### src/rtl/inst_loader_if.sv
// rtl/inst_loader_if.sv - byte stream in and instruction-memory write port of the loader
interface inst_loader_if #(
    parameter int AW = 10
);
    logic          in_valid;
    logic [7:0]    in_data;
    logic          in_ready;
    logic          wren;
    logic [AW-1:0] wraddr;
    logic [31:0]   wrdata;

    modport master (
        output in_valid, in_data,
        input  in_ready, wren, wraddr, wrdata
    );

    modport slave (
        input  in_valid, in_data,
        output in_ready, wren, wraddr, wrdata
    );
endinterface

### src/rtl/inst_loader.sv
// rtl/inst_loader.sv - framed byte stream to instruction-memory loader with core hold
module inst_loader #(
    parameter int InstCatchDepth = 12,
    parameter int TIMEOUT        = 100000
) (
    input  logic         clk,
    input  logic         rst,
    inst_loader_if.slave bus,
    output logic         core_hold,
    output logic         load_busy,
    output logic         load_done,
    output logic         load_err
);
    localparam int          AW        = InstCatchDepth - 2;
    localparam int unsigned MAX_WORDS = 32'd1 << AW;
    localparam int          TW        = $clog2(TIMEOUT);
    localparam logic [7:0]  MAGIC     = 8'hA5;

    typedef enum logic [2:0] {IDLE, LEN0, LEN1, DATA, CSUM, DONE, ERR} state_t;

    state_t        state, state_nx;
    logic          accept;
    logic          timeout_hit;
    logic [7:0]    len_l;
    logic [15:0]   len_full;
    logic          len_bad;
    logic [15:0]   len_m1;
    logic [15:0]   word_idx;
    logic [1:0]    byte_idx;
    logic [7:0]    csum;
    logic [31:0]   word_buf;
    logic [TW-1:0] tcnt;

    assign bus.in_ready = (state != DONE) && (state != ERR);
    assign accept       = bus.in_valid && bus.in_ready;
    assign load_busy    = (state == LEN0) || (state == LEN1) || (state == DATA) || (state == CSUM);
    assign timeout_hit  = load_busy && !accept && (tcnt == TW'(TIMEOUT - 1));
    assign len_full     = {bus.in_data, len_l};
    assign len_bad      = (len_full == 16'd0) || (32'(len_full) > MAX_WORDS);

    always_ff @(posedge clk or negedge rst) begin
        if (!rst) state <= IDLE;
        else      state <= state_nx;
    end

    always_comb begin
        state_nx = state;
        case (state)
            IDLE: if (accept && bus.in_data == MAGIC) state_nx = LEN0;
            LEN0: if (accept) state_nx = LEN1;
            LEN1: if (accept) state_nx = len_bad ? ERR : DATA;
            DATA: if (accept && byte_idx == 2'd3 && word_idx == len_m1) state_nx = CSUM;
            CSUM: if (accept) state_nx = (bus.in_data == csum) ? DONE : ERR;
            DONE: state_nx = IDLE;
            ERR:  state_nx = IDLE;
            default: state_nx = IDLE;
        endcase
        // A stalled source aborts the frame regardless of where it stopped
        if (timeout_hit) state_nx = ERR;
    end

    always_ff @(posedge clk or negedge rst) begin
        if (!rst) begin
            bus.wren   <= 1'b0;
            bus.wraddr <= '0;
            bus.wrdata <= '0;
            core_hold  <= 1'b1;
            load_done  <= 1'b0;
            load_err   <= 1'b0;
            len_l      <= '0;
            len_m1     <= '0;
            word_idx   <= '0;
            byte_idx   <= '0;
            csum       <= '0;
            word_buf   <= '0;
            tcnt       <= '0;
        end else begin
            bus.wren <= 1'b0;

            if (load_busy && !accept) tcnt <= tcnt + 1'b1;
            else                      tcnt <= '0;

            case (state)
                IDLE: if (accept && bus.in_data == MAGIC) begin
                    load_done <= 1'b0;
                    load_err  <= 1'b0;
                    core_hold <= 1'b1;
                end
                LEN0: if (accept) len_l <= bus.in_data;
                LEN1: if (accept) begin
                    len_m1   <= len_full - 16'd1;
                    word_idx <= '0;
                    byte_idx <= '0;
                    csum     <= '0;
                end
                DATA: if (accept) begin
                    csum     <= csum ^ bus.in_data;
                    byte_idx <= byte_idx + 2'd1;
                    if (byte_idx == 2'd3) begin
                        bus.wren   <= 1'b1;
                        bus.wraddr <= word_idx[AW-1:0];
                        bus.wrdata <= {bus.in_data, word_buf[23:0]};
                        word_idx   <= word_idx + 16'd1;
                    end else begin
                        word_buf[{byte_idx, 3'b000} +: 8] <= bus.in_data;
                    end
                end
                DONE: begin
                    load_done <= 1'b1;
                    load_err  <= 1'b0;
                    core_hold <= 1'b0;
                end
                ERR: begin
                    load_err  <= 1'b1;
                    load_done <= 1'b0;
                    core_hold <= 1'b1;
                end
                default: ;
            endcase
        end
    end
endmodule
### src/flat_wrapper.sv
// flat-port wrapper written by rule: the top's interface ports become plain ports
module inst_loader_flat 
#(
    parameter int InstCatchDepth = 12,
    parameter int TIMEOUT        = 100000
)
  (clk, rst, core_hold, load_busy, load_done, load_err, bus_in_valid, bus_in_data, bus_in_ready, bus_wren, bus_wraddr, bus_wrdata);
  inst_loader_if bus_i ();
  input  logic clk;
  input  logic rst;
  output logic core_hold;
  output logic load_busy;
  output logic load_done;
  output logic load_err;
  input wire logic [$bits(bus_i.in_valid)-1:0] bus_in_valid;
  input wire logic [$bits(bus_i.in_data)-1:0] bus_in_data;
  output wire logic [$bits(bus_i.in_ready)-1:0] bus_in_ready;
  output wire logic [$bits(bus_i.wren)-1:0] bus_wren;
  output wire logic [$bits(bus_i.wraddr)-1:0] bus_wraddr;
  output wire logic [$bits(bus_i.wrdata)-1:0] bus_wrdata;
  assign bus_i.in_valid = bus_in_valid;
  assign bus_i.in_data = bus_in_data;
  assign bus_in_ready = bus_i.in_ready;
  assign bus_wren = bus_i.wren;
  assign bus_wraddr = bus_i.wraddr;
  assign bus_wrdata = bus_i.wrdata;
  inst_loader #(.InstCatchDepth(InstCatchDepth), .TIMEOUT(TIMEOUT)) u_core (.clk(clk), .rst(rst), .bus(bus_i), .core_hold(core_hold), .load_busy(load_busy), .load_done(load_done), .load_err(load_err));
endmodule
### config.mk
export PLATFORM = sky130hd
export DESIGN_NAME = inst_loader_flat
export DESIGN_NICKNAME = d
export VERILOG_FILES = /design/src/rtl/inst_loader_if.sv /design/src/rtl/inst_loader.sv /design/src/flat_wrapper.sv
export SDC_FILE = /design/constraint.sdc
export NUM_CORES = 1
export LEC_CHECK = 0
export BUFFER_PORTS_ARGS = -buffer_cell sky130_fd_sc_hd__buf_2
export CELL_PAD_IN_SITES_DETAIL_PLACEMENT = 0
export CELL_PAD_IN_SITES_GLOBAL_PLACEMENT = 1
export CORE_MARGIN = 2
export CORE_UTILIZATION = 51
export CTS_CLUSTER_SIZE = 14
export DETAILED_ROUTE_END_ITERATION = 7
export PLACE_DENSITY_LB_ADDON = 0.1
export SYNTH_ARGS = -nofsm -noshare
export SYNTH_HDL_FRONTEND = slang
export SYNTH_SLANG_ARGS = --single-unit
### constraint.sdc
create_clock -name clk -period 6.3 [get_ports clk]
set_clock_uncertainty 0.05 [all_clocks]
set_input_delay 1.26 -clock clk [delete_from_list [all_inputs] [get_ports clk]]
set_output_delay 1.26 -clock clk [all_outputs]
set_load 0.05 [all_outputs]
==> results.md, run 1 <==
* Synthesized instance count at 631
* CTS Hold Bufs at 0
* Worst Setup EP: bus_in_ready
* DP Wirelength at 9.55 mm
* Worst Path Buf+Inv at 1
* Final Worst Setup Slack at 2.89 ns
* Wire length per cell after detailed routing at 16.1 µm
* Placer congestion estimate at 0.837
* Layout Cells excl Fill at 860
* Synthesized cell area at 6560 µm²
* Syn. warnings at 0
* Area post-placement at 6950 µm²
* Worst Path Max Fanout at 27
* CP startpoint: u_core.state[0]
* Tmin final at 3.41 ns
* Drt initial violations at 257
* Cell family with most CP delay: flip-flops
* Maximum vdd drop at 220 µV
* WP depth at 3
* Reg-to-Reg Start: u_core.state[0]
* #FFs+latches synth at 140
* R2R Setup Slk at 3.55 ns
* Clock root cell: clkbuf_16
* Synth async-reset ratio at 1.00
* Worst R2R End: u_core.state[0]
* Max-slew violations at 0
* Startpoint Class: flip-flop
* H-tree Lvls at 4
* CP Cell Sequence: nor2b_1, o21ai_1, buf_2
* First-pass GRT wire length at 23.6 mm
* Fmax achieved at 293 MHz
* GRT Overall Usage at 0.214
* Final hold vios at 0
* Ant. Diodes at 0
* Vias at 4700
* Clk pin slew, worst setup/hold paths at 0.05 ns
* Final instance area at 7490 µm²
* Vias in the first global route at 4669
* CP Data Arrival Time at 2.10 ns
* Req. time, crit path at 4.99 ns
* Row Count at 41
* Num ports at 59
* Pre-CTS setup slack at 3.00 ns
* Core Footprint at 12600 µm²
* Overall power at 2.90 mW
* Hold Path Origin: u_core.core_hold
* DRT Wirelength at 13.9 mm
* Final period util at 0.542
* Die Height at 117 µm
* CTS Buffer Depth at 2
* CTS tree: built
* Sequential share of the synthesized area at 0.535
* Synth-to-layout area growth at 14.3%
* Mapped Nets at 651
* FF-to-FF path depth at 6
* Static Leak at 3.56 nW
* Post-synth EDFFs at 0
* Hold Crit Class: reg2reg
* Crit. End Element: output pin
* Final setup viols at 0
* Synth unique cells at 53
* Postcts setup bufs at 0
* Most common library cell in the layout ignoring fill and taps: dfrtp_1
* ANT nets after route at 0
* Unrepaired setup endpoints after global routing: false
* Share of cells above drive strength 1 at 0.203
* Post-Syn Area per Cell at 10.4 µm²
* Type of the worst setup path: reg2out
* 1st-pass router iterations at 5
* Inst Count DP at 831
* Initial antenna violation count at 0
* Largest net degree at the start of global routing at 94
* Drt drc at 0
* Die X-Extent at 117 µm
* Pwr Density at 387 nW/µm²
* Status: finished clean
* Clock Sinks at 140
* Most frequent cells in the layout: dfrtp_1, nand2_1, buf_2
* Starting Density at 0.522
* Clk_lat worst skew at 0.42 ns
* Port buffer count at 58
* Die ar. at 13800 µm²
* Worst Tran Pin Value at 1.06 ns
* Via-per-instance ratio at 5.47
* Cts bufs inserted at 17
* Rel. slew slack at 0.289
* Slowest-stage cell, CP: dfrtp_1
* Post-CTS sizing at 0
* GRT overflow at 0
* Setup TNS at 0 ns
* Max stage delay on crit path at 0.94 ns
* Ys flop type: dfrtp_1
* Final layout net count at 698
* Max Cap Viol at 0
## worst min path at each step
stage | end | cells after the start
floorplan | u_core.word_buf[10] | 2
detailed placement | u_core.core_hold | 2
global placement | u_core.word_buf[1] | 2
global route | u_core.core_hold | 2
finish | u_core.core_hold | 2
CTS | u_core.core_hold | 2
## worst register-to-register path, delay by kind of cell (launching register included)
family	cells	cell delay (ns)
flops	1	0.94
mux	1	0.09
simple gates	5	1.54
## cells in the mapped netlist (all sizes together), types with 4 or more instances
cell	instances	area share
dfrtp	139	0.53
nand2	93	0.053
o21ai	58	0.044
mux2	45	0.077
nor2	45	0.026
xor2	35	0.047
clkbuf	25	0.014
nand3	19	0.015
xnor2	19	0.025
nand2b	18	0.017
nor3	17	0.015
inv	13	0.0074
a22o	10	0.013
nand4	10	0.0095
nor4	10	0.012
ha	9	0.017
buf	7	0.0061
a21oi	6	0.0046
and3	6	0.0057
nor2b	5	0.0048
nor3b	5	0.0065
a31oi	4	0.0038
or3	4	0.0038
## registers in the layout (all words and copies together) (netlist names)
name	flops
u_core.bus.wraddr	10
u_core.bus.wrdata	32
u_core.bus.wren	1
u_core.byte_idx	2
u_core.core_hold	1
u_core.csum	8
u_core.len_l	8
u_core.len_m1	16
u_core.load_done	1
u_core.load_err	1
u_core.state	3
u_core.tcnt	17
u_core.word_buf	24
u_core.word_idx	16
## area by class of cell
type / instances / area [µm²]
fillers: 1100 / 5070
flip-flops and latches: 140 / 3500
multi-input cells: 446 / 2870
clock buffers: 21 / 470
repair buffers: 60 / 312
well taps: 172 / 215
clock inverters: 8 / 70.1
inverters: 13 / 48.8
## where the power goes
group | leakage (nW) | internal (mW) | switching, mW
combinational | 1.40 | 0.275 | 0.458
clock | 0.266 | 0.563 | 0.360
sequential | 1.89 | 1.07 | 0.179
total | 3.56 | 1.90 | 0.997
## metrics by stage
step,utilization,hold WS [ns]
2_1_floorplan,-,0.396
3_3_place_gp,0.553,0.412
3_5_place_dp,0.553,0.415
4_1_cts,0.596,0.424
5_1_grt,0.596,0.437
6_report,0.596,0.417
## routing by layer
layer | track usage | share of wire | vias to the layer above
met3 | 0.0482 | 0.038 | 21
met2 | 0.333 | 0.47 | 95
met5 | 0 | 0 | -
met4 | 0.0813 | 0.019 | 0
li1 | - | - | 2261
met1 | 0.296 | 0.47 | 2323
## kinds of logic (layout without fill, tap and decap cells)
group | Yosys count | count (layout) | share of synthesized area
muxes | 47 | 47 | 0.0803
AOI/OAI and AO/OA | 90 | 90 | 0.0821
DFF | 140 | 140 | 0.535
and+or+nand+nor | 246 | 246 | 0.186
buffers and inverters | 45 | 102 | 0.0279
xor gates and xnor gates | 54 | 54 | 0.0721
adders and majority gates | 9 | 9 | 0.0172
(Power assumes the default switching activity.)
==> run 2, diff against run 1 <==
--- a/config.mk
+++ b/config.mk
@@ -9,7 +9,7 @@
 export CELL_PAD_IN_SITES_DETAIL_PLACEMENT = 0
 export CELL_PAD_IN_SITES_GLOBAL_PLACEMENT = 1
 export CORE_MARGIN = 2
-export CORE_UTILIZATION = 51
+export CORE_UTILIZATION = 47
 export CTS_CLUSTER_SIZE = 14
 export DETAILED_ROUTE_END_ITERATION = 7
 export PLACE_DENSITY_LB_ADDON = 0.1
==> constraint.sdc (replaced) <==
create_clock -name clk -period 3.15 [get_ports clk]
set_clock_uncertainty 0.05 [all_clocks]
set_input_delay 0.63 -clock clk [delete_from_list [all_inputs] [get_ports clk]]
set_output_delay 0.63 -clock clk [all_outputs]
set_load 0.05 [all_outputs]
==> results.md, run 2 (synthesis results as in run 1) <==
* Final Worst Setup Slack at 0.558 ns (-2.33 ns)
* Most frequent cells in the layout: dfrtp_1, nand2_1, buf_2
* Pre-CTS setup slack at 0.647 ns (-2.35 ns)
* Worst Setup EP: bus_in_ready
* H-tree Lvls at 4 (unchanged)
* 1st-pass router iterations at 4 (-1)
* Startpoint Class: flip-flop
* Fmax achieved at 386 MHz
* GRT overflow at 0 (unchanged)
* Multi-input gate area at 2870 µm² (unchanged)
* FF-to-FF path depth at 7 (+1)
* Placer congestion estimate at 0.818 (-2.2%)
* Die ar. at 14900 µm² (+8.2%)
* Register Area at 3500 µm² (unchanged)
* Largest net degree at the start of global routing at 68 (-28%)
* R2R Setup Slk at 0.79 ns (-2.76 ns)
* CTS Buffer Depth at 2 (unchanged)
* Final setup viols at 0 (unchanged)
* CP Cell Sequence: nor2b_1, o21ai_1, buf_2
* Worst Path Max Fanout at 17 (-37%)
* Synth-to-layout area growth at 17.3%
* DP Wirelength at 10.2 mm (+6.4%)
* Post-layout util at 0.558 (-0.0379)
* Largest register by flop count: u_core.bus.wrdata
* GRT Overall Usage at 0.213 (-0.00144)
* Via-per-instance ratio at 5.31 (-2.9%)
* Max stage delay on crit path at 0.60 ns (-0.34 ns)
* Worst R2R End: u_core.word_idx[15]
* Cts bufs inserted at 17 (unchanged)
* CTS tree: built
* Initial antenna violation count at 0 (unchanged)
* Crit. End Element: output pin
* Wire length per cell after detailed routing at 16.6 µm (+3.3%)
* Final hold vios at 0 (unchanged)
* Drt initial violations at 357 (+39%)
* DRT Wirelength at 14.7 mm (+5.8%)
* Row Count at 43 (+4.9%)
* Max-slew violations at 0 (unchanged)
* Vias in the first global route at 4627 (-0.90%)
* Clk pin slew, worst setup/hold paths at 0.06 ns (about the same)
* Post-CTS sizing at 0 (unchanged)
* CP startpoint: u_core.state[0]
* Clock root cell: clkbuf_16
* Inst Count DP at 849 (+2.2%)
* Port buffer count at 58 (unchanged)
* Status: finished clean
* Drt drc at 0 (unchanged)
* Rel. slew slack at 0.478 (+0.190)
* CTS Hold Bufs at 0 (unchanged)
* Worst Tran Pin Value at 0.781 ns (-0.282 ns)
* Max reg flops at 32 (unchanged)
* Postcts setup bufs at 0 (unchanged)
* Layout Cells excl Fill at 881 (+2.4%)
* Req. time, crit path at 2.47 ns (-2.52 ns)
* ANT nets after route at 0 (unchanged)
* Reg-to-Reg Start: u_core.byte_idx[0]
* Maximum vdd drop at 476 µV (+120%)
* Type of the worst setup path: reg2out
* Number of fill cells at 1275 (+16%)
* Final layout net count at 708 (+1.4%)
* Final instance area at 7690 µm² (+2.6%)
* Setup TNS at 0 ns (unchanged)
* Unrepaired setup endpoints after global routing: false
* Tmin final at 2.59 ns
* Slowest-stage cell, CP: dfrtp_1
* Die Height at 122 µm (+4.0%)
* Area post-placement at 7050 µm² (+1.4%)
* Die X-Extent at 122 µm (+4.0%)
* CP Data Arrival Time at 1.91 ns (-0.19 ns)
* Ant. Diodes at 0 (unchanged)
* Most common library cell in the layout ignoring fill and taps: dfrtp_1
* Final period util at 0.823
* Max Cap Viol at 0 (unchanged)
* Pwr Density at 809 nW/µm² (+110%)
* Share of cells above drive strength 1 at 0.218 (+0.0148)
* Hold Crit Class: in2async
* Largest registers: u_core.bus.wrdata x32, u_core.word_buf x24, u_core.tcnt x17
* Starting Density at 0.476 (-0.0456)
* Clk_lat worst skew at 0.42 ns (about the same)
* Vias at 4675 (-0.53%)
* Core Footprint at 13800 µm² (+9.6%)
* Clock Sinks at 140 (unchanged)
* Num ports at 59 (unchanged)
* Static Leak at 3.66 nW (+2.9%)
* First-pass GRT wire length at 24.1 mm (+1.8%)
-- run 2: cell count changes in the layout (fill, tap and decap cells not counted), sizes merged --
cell	before	now
buf	60	70
clkinvlp	2	1
clkbuf	21	19
bufinv	1	5
clkinv	5	7
-- run 2: routing by layer --
metal | routed length (µm) | track usage | up-vias
met3 | 618 | 0.0492 | 10
li1 | - | - | 2293
met5 | 0 | 0 | -
met1 | 6920 | 0.294 | 2301
met4 | 142 | 0.0647 | 0
met2 | 6990 | 0.336 | 71
-- run 2: report_power, final --
group	leakage (nW)	switching, mW	internal, mW
combinational	1.46	0.971	0.608
sequential	1.89	0.341	2.13
clock	0.316	0.751	1.42
total	3.66	2.06	4.16
-- run 2: final cells by class --
cell class / instances / area share
Sequential cell: 140 / 0.456
Clock inverter: 13 / 0.0255
Multi-Input combinational cell: 446 / 0.374
Timing Repair Buffer: 70 / 0.0519
Clock buffer: 19 / 0.0576
Tap cell: 180 / 0.0293
Inverter: 13 / 0.00634
-- run 2: worst min path at each step --
| stage | start | endpoint | slack, ns | depth (start not counted) |
|---|---|---|---|---|
| 5_1_grt | rst | u_core.bus.wrdata[17] | 0.19 | 1 |
| 3_5_place_dp | u_core.core_hold | u_core.core_hold | 0.41 | 2 |
| 2_1_floorplan | rst | u_core.bus.wraddr[0] | 0.28 | 0 |
| 3_3_place_gp | u_core.word_buf[3] | u_core.word_buf[3] | 0.41 | 2 |
| 4_1_cts | rst | u_core.bus.wrdata[21] | 0.18 | 1 |
| 6_report | rst | u_core.bus.wrdata[21] | 0.15 | 1 |
-- run 2: critical path, delay by kind of cell, from the launching register on --
family | cells | cell delay [ns]
flops | 1 | 0.60
buf+inv | 1 | 0.32
compound gates | 1 | 0.29
simple gates | 1 | 0.28
-- run 2: per-stage QoR --
stage / total power [mW] / hold WS, ns
final: 6.22 / 0.152
after global routing: 6.57 / 0.194
after CTS: 6.27 / 0.176
after detailed placement: 4.08 / 0.409
after floorplan: 3.59 / 0.284
after global placement: 4.05 / 0.412
